==> src/rtl/lcd_msg_arbiter_pkg.sv <==
// lcd_msg_arbiter_pkg: the arbiter's state encoding and the default hold and watchdog limits.
package lcd_msg_arbiter_pkg;
  typedef enum logic [1:0] {
    IDLE  = 2'd0,
    START = 2'd1,
    BUSY  = 2'd2,
    HOLD  = 2'd3
  } arbState_t;
  localparam int HOLD_DEFAULT    = 12_500_000;
  localparam int TIMEOUT_DEFAULT = 1_048_576;
endpackage

==> src/rtl/lcd_msg_arbiter_rr_select.sv <==
// rr_select: round-robin pick that searches upward from the index after last and wraps.
module rr_select
  import lcd_msg_arbiter_pkg::*;
#(
  parameter int NREQ = 3,
  parameter int IW   = 2
) (
  input  logic [NREQ-1:0] req,
  input  logic [IW-1:0]   last,
  output logic [NREQ-1:0] grant,
  output logic [IW-1:0]   idx
);
  logic [IW-1:0] cand;
  // Scan from farthest to nearest so the nearest requester after last is the final write.
  always_comb begin
    grant = '0;
    idx = '0;
    cand = '0;
    for (int k = NREQ; k >= 1; k--) begin
      cand = IW'((int'(last) + k) % NREQ);
      if (req[cand]) begin
        grant = '0;
        grant[cand] = 1'b1;
        idx = cand;
      end
    end
  end
endmodule

==> src/rtl/lcd_msg_arbiter.sv <==
// lcd_msg_arbiter: grants one LCD message at a time, starts the print engine and holds the result on screen.
// Defining LCD_ARB_TIMEOUT_EN adds a print-engine watchdog driving a sticky oERR.
module lcd_msg_arbiter
  import lcd_msg_arbiter_pkg::*;
#(
  parameter int NREQ           = 3,
  parameter int MSG_W          = 2,
  parameter int HOLD_CYCLES    = HOLD_DEFAULT,
  parameter int TIMEOUT_CYCLES = TIMEOUT_DEFAULT
) (
  input  logic                  iCLK,
  input  logic                  iRST_N,
  input  logic [NREQ-1:0]       iREQ,
  input  logic [NREQ*MSG_W-1:0] iMSG,
  output logic [NREQ-1:0]       oACK,
  output logic [MSG_W-1:0]      oMSG,
  output logic                  oSTART,
  input  logic                  iDONE,
  output logic                  oBUSY,
  output logic                  oERR
);
  localparam int IW = NREQ > 1 ? $clog2(NREQ) : 1;
  localparam int HW = $clog2(HOLD_CYCLES) + 1;
  localparam logic [HW-1:0] HOLD_LAST = HW'(HOLD_CYCLES > 0 ? HOLD_CYCLES - 1 : 0);
  arbState_t state, nextState;
  logic [IW-1:0] last, win;
  logic [NREQ-1:0] grant;
  logic [MSG_W-1:0] selMsg;
  logic [HW-1:0] holdCnt;
  logic holdEnd, wdEnd, grantNow;
  rr_select #(.NREQ(NREQ), .IW(IW)) uSel (
    .req  (iREQ),
    .last (last),
    .grant(grant),
    .idx  (win)
  );
  assign grantNow = state == IDLE && |iREQ;
  assign holdEnd  = holdCnt == HOLD_LAST;
  always_comb begin
    selMsg = '0;
    for (int i = 0; i < NREQ; i++) selMsg = grant[i] ? iMSG[i*MSG_W +: MSG_W] : selMsg;
  end
  always_ff @(posedge iCLK or negedge iRST_N) begin
    if (!iRST_N) state <= IDLE;
    else state <= nextState;
  end
  always_comb begin
    nextState = state;
    unique case (state)
      IDLE:    nextState = |iREQ ? START : IDLE;
      START:   nextState = BUSY;
      BUSY:    nextState = iDONE ? HOLD : wdEnd ? IDLE : BUSY;
      HOLD:    nextState = holdEnd ? IDLE : HOLD;
      default: nextState = IDLE;
    endcase
  end
  // The grant pulse is combinational, so it is gated by reset to stay low while iRST_N is asserted.
  always_comb begin
    oACK   = (state == IDLE && iRST_N) ? grant : '0;
    oSTART = state == START;
    oBUSY  = state != IDLE;
  end
  always_ff @(posedge iCLK or negedge iRST_N) begin
    if (!iRST_N) begin
      last    <= IW'(NREQ - 1);
      oMSG    <= '0;
      holdCnt <= '0;
    end else begin
      last    <= grantNow ? win : last;
      oMSG    <= grantNow ? selMsg : oMSG;
      holdCnt <= (state == BUSY && iDONE) ? '0 : (state == HOLD && !holdEnd) ? holdCnt + 1'b1 : holdCnt;
    end
  end
`ifdef LCD_ARB_TIMEOUT_EN
  localparam int TW = $clog2(TIMEOUT_CYCLES) + 1;
  localparam logic [TW-1:0] WD_LAST = TW'(TIMEOUT_CYCLES > 0 ? TIMEOUT_CYCLES - 1 : 0);
  logic [TW-1:0] wdCnt;
  logic errQ;
  assign wdEnd = state == BUSY && wdCnt == WD_LAST;
  assign oERR  = errQ;
  always_ff @(posedge iCLK or negedge iRST_N) begin
    if (!iRST_N) begin
      wdCnt <= '0;
      errQ  <= 1'b0;
    end else begin
      wdCnt <= (state == BUSY && !wdEnd) ? wdCnt + 1'b1 : '0;
      errQ  <= errQ | (wdEnd && !iDONE);
    end
  end
`else
  assign wdEnd = 1'b0;
  assign oERR  = 1'b0;
`endif
endmodule
==> config.mk <==
export PLATFORM = sky130hd
export DESIGN_NAME = lcd_msg_arbiter
export DESIGN_NICKNAME = d
export VERILOG_FILES = /design/src/rtl/lcd_msg_arbiter_pkg.sv /design/src/rtl/lcd_msg_arbiter_rr_select.sv /design/src/rtl/lcd_msg_arbiter.sv
export SDC_FILE = /design/constraint.sdc
export NUM_CORES = 1
export LEC_CHECK = 0
export CAP_MARGIN = 40
export CORE_ASPECT_RATIO = 0.5
export CORE_MARGIN = 1
export CORE_UTILIZATION = 55
export CTS_CLUSTER_DIAMETER = 30
export DETAILED_ROUTE_END_ITERATION = 8
export HOLD_SLACK_MARGIN = 0.12
export PLACE_DENSITY = 0.79
export SLEW_MARGIN = 20
export SYNTH_ARGS = -nofsm -noshare
export SYNTH_HDL_FRONTEND = slang
export SYNTH_SLANG_ARGS = --single-unit
==> constraint.sdc <==
create_clock -name iCLK -period 2.7 [get_ports iCLK]
set_input_delay 0.54 -clock iCLK [delete_from_list [all_inputs] [get_ports iCLK]]
set_output_delay 0.54 -clock iCLK [all_outputs]
set_load 0.01 [all_outputs]
==> results.sh <==
export IMPL_status="finished, final reports clean"
export IMPL_drt_wirelength_per_cell_um=15.2
export IMPL_rows=15
export IMPL_dp_hpwl_um=3660
export IMPL_clock_power_share=0.227
export IMPL_postRouteAntennaNets=0
export IMPL_holdPathStages=2
export IMPL_switching_share=0.344
export IMPL_ys_flop_type="dfrtp_1"
export IMPL_die_w_um=91.2
export IMPL_drv_cap=0
export IMPL_drc_errors=0
export IMPL_worstHoldPathType="register to register"
export IMPL_combPwrFrac=0.364
export IMPL_first_global_vias=1884
export IMPL_setup_viol=0
export IMPL_tightestPinTransition_ns=0.662
export IMPL_drt_initial_drc_count=143
export IMPL_via_per_inst=5.94
export IMPL_grt_usage=0.268
export IMPL_power_density_nw_per_um2=565
export IMPL_slew_viol_final=0
export IMPL_overflow=0
export IMPL_crit_required_ns=2.16
export IMPL_crit_path_start_kind="input port"
export IMPL_drive_above_1_share=0.247
export IMPL_period_needed_ns=2.64
export IMPL_place_congestion=0.869
export IMPL_h_tree_depth=2
export IMPL_fin_util=0.753
export IMPL_grt_max_degree=32
export IMPL_finClkSkew_ns=0.00745
export IMPL_crit_arrival_ns=2.10
export IMPL_num_vias=2008
export IMPL_hold_viol_final=0
export IMPL_cts_buffers=5
export IMPL_cts_hold_fix_buffers=0
export IMPL_vdd_drop_max_uv=273
export IMPL_nNetsFinal=303
export IMPL_seqPwrFrac=0.409
export IMPL_p_int_mw=1.01
export IMPL_clockBufferDepth=2
export IMPL_cp_max_fo=5
export IMPL_dieArea_um2=4250
export IMPL_hp_start="oMSG[0]"
export IMPL_ctsRootBufferMaster="clkbuf_8"
export IMPL_insertion_delay_ns=0.28
export IMPL_worst_hold_slack_ns=0.554
export IMPL_diodes=0
export IMPL_reg2reg_slack_ns=0.51
export IMPL_slew_limit_headroom=0.557
export IMPL_setup_worst_path_class="input port to output port"
export IMPL_dieHeight_um=46.6
export IMPL_antenna_found_initial=0
export IMPL_wirelength_um=5140
export IMPL_tritoncts="built"
export IMPL_postSynth_asyncResetShare=1.00
export IMPL_synth_warnings=0
export IMPL_switchingPower_mw=0.530
export IMPL_ys_seq_area_frac=0.355
export IMPL_grt_pass1_wl_um=8570
export IMPL_syn_cell_area_um2=2190
export IMPL_syn_num_nets=262
export IMPL_power_leakage_nw=1.16
export IMPL_syn2layout_area_growth_pct=24.6
export IMPL_drt_first_pass_iters=5
export IMPL_synth_cells=245
export IMPL_ys_ff_latch=31
export IMPL_synth_edf_count=0
export IMPL_timing_rr_start="last[1]"
export IMPL_fillers=255
export IMPL_worst_r2r_cell_count=8
export IMPL_fin_setup_tns_ns=0
export IMPL_syn_area_per_cell_um2=8.94
export IMPL_io_pins=20
export IMPL_worstSetupStartpoint="iREQ[1]"
export IMPL_hold_end="oMSG[0]"
export IMPL_clock_sinks=31
export IMPL_total_power_mw=1.54
export IMPL_ys_types=64
export IMPL_port_buffers=18
export IMPL_rr_endpoint="oMSG[1]"
export IMPL_cts_clk_slew_worst_paths_ns=0.06
export IMPL_start_util=0.604
export IMPL_fin_crit_sh=0.977
export IMPL_core_um2=3620
export IMPL_end_kind="output port"
export IMPL_max_freq_ghz=0.379
[routing by layer]
| layer | vias up | global-route usage | wire length (um) |
|---|---|---|---|
| met4 | 0 | 0.0921 | 45 |
| met5 | - | 0 | 0 |
| li1 | 978 | - | - |
| met2 | 74 | 0.483 | 2470 |
| met3 | 6 | 0.0495 | 274 |
| met1 | 950 | 0.337 | 2360 |
[cell type report]
type                            instances  area (um^2)  area share
Tap cell                               51         63.8      0.0234
Sequential cell                        31          777       0.285
Clock buffer                            7         76.3      0.0280
Clock inverter                          1         5.00     0.00183
Inverter                                8         30.0      0.0110
Multi-Input combinational cell        191         1370       0.502
Timing Repair Buffer                   49          408       0.149
[worst max-delay path, stage by stage]
cell	delay [ns]
clkdlybuf4s50_1	0.61
mux2i_1	0.14
a2bb2oi_1	0.15
buf_4	0.15
a31o_2	0.24
nor2b_1	0.12
buf_2	0.13
[layout by cell type (no fill, tap or decap), drive strengths merged, types with 6 or more instances in the layout]
master         instances
mux2i                 11
nand2b                11
clkbuf                 8
nand2                 34
a31o                   6
dfrtp                 30
clkdlybuf4s50         14
buf                   33
nor2                  17
a211oi                 7
or4                    6
nor2b                  7
a21oi                 14
and2                   6
inv                    8
[registers in the layout, summed over array words and instances (netlist names)]
register  count
state         2
last          2
oMSG          2
holdCnt      25
[synth_stat cells, drive strengths merged, types with 6 or more instances]
library cell   n  area [um^2]
a211oi         7         57.6
mux2i         11          110
dfrtp         30          751
buf            6         55.0
nand2b        11         68.8
a21oi         14         70.1
inv            8         30.0
a31o           6         52.6
nor2b          7         43.8
nor2          17         63.8
clkbuf         8         36.3
and2           6         38.8
or4            6         50.1
nand2         34          128
[power groups by stage]
stage	Sequential, mW	Clock, mW	Combinational [mW]
after detailed placement	0.635	0	0.506
after floorplan	0.607	0	0.343
after global routing	0.644	0.383	0.623
after CTS	0.627	0.357	0.525
final	0.630	0.350	0.562
after global placement	0.628	0	0.486
[metrics by stage]
stage	cells	cell area, um^2	worst slack (ns)
floorplan	245	2190	0.116
global placement	328	2550	-0.280
detailed placement	328	2550	-0.356
CTS	336	2670	0.00311
global route	338	2730	-0.0223
finish	338	2730	0.0615
[timing repair]
action | CTS | global route
resized for setup | 16 | 15
pin swaps | 2 | 5
hold endpoints to repair | 0 | 0
setup buffers | 0 | 2
endpoints found under the setup margin | 3 | 3
[logic make-up after synthesis]
| logic type | Yosys count | share of synthesized area |
|---|---|---|
| AOI/OAI and AO/OA | 55 | 0.180 |
| xor gates and xnor gates | 4 | 0.0160 |
| adders and majority gates | 5 | 0.0286 |
| buffers and inverters | 23 | 0.0594 |
| DFF | 31 | 0.355 |
| muxes | 11 | 0.0503 |
| other | 1 | 0.00171 |
| and+or+nand+nor | 115 | 0.309 |
[worst max-delay path by stage]
stage                     depth (start not counted)      end  slack, ns
after floorplan                                   7  oACK[2]       0.12
after global placement                            6  oACK[1]      -0.28
after detailed placement                          6  oACK[1]      -0.36
after CTS                                         9  oACK[0]      0.003
after global routing                              8  oACK[2]      -0.02
final                                             7  oACK[1]       0.06
Note: power is estimated with default switching activity, not from simulation.
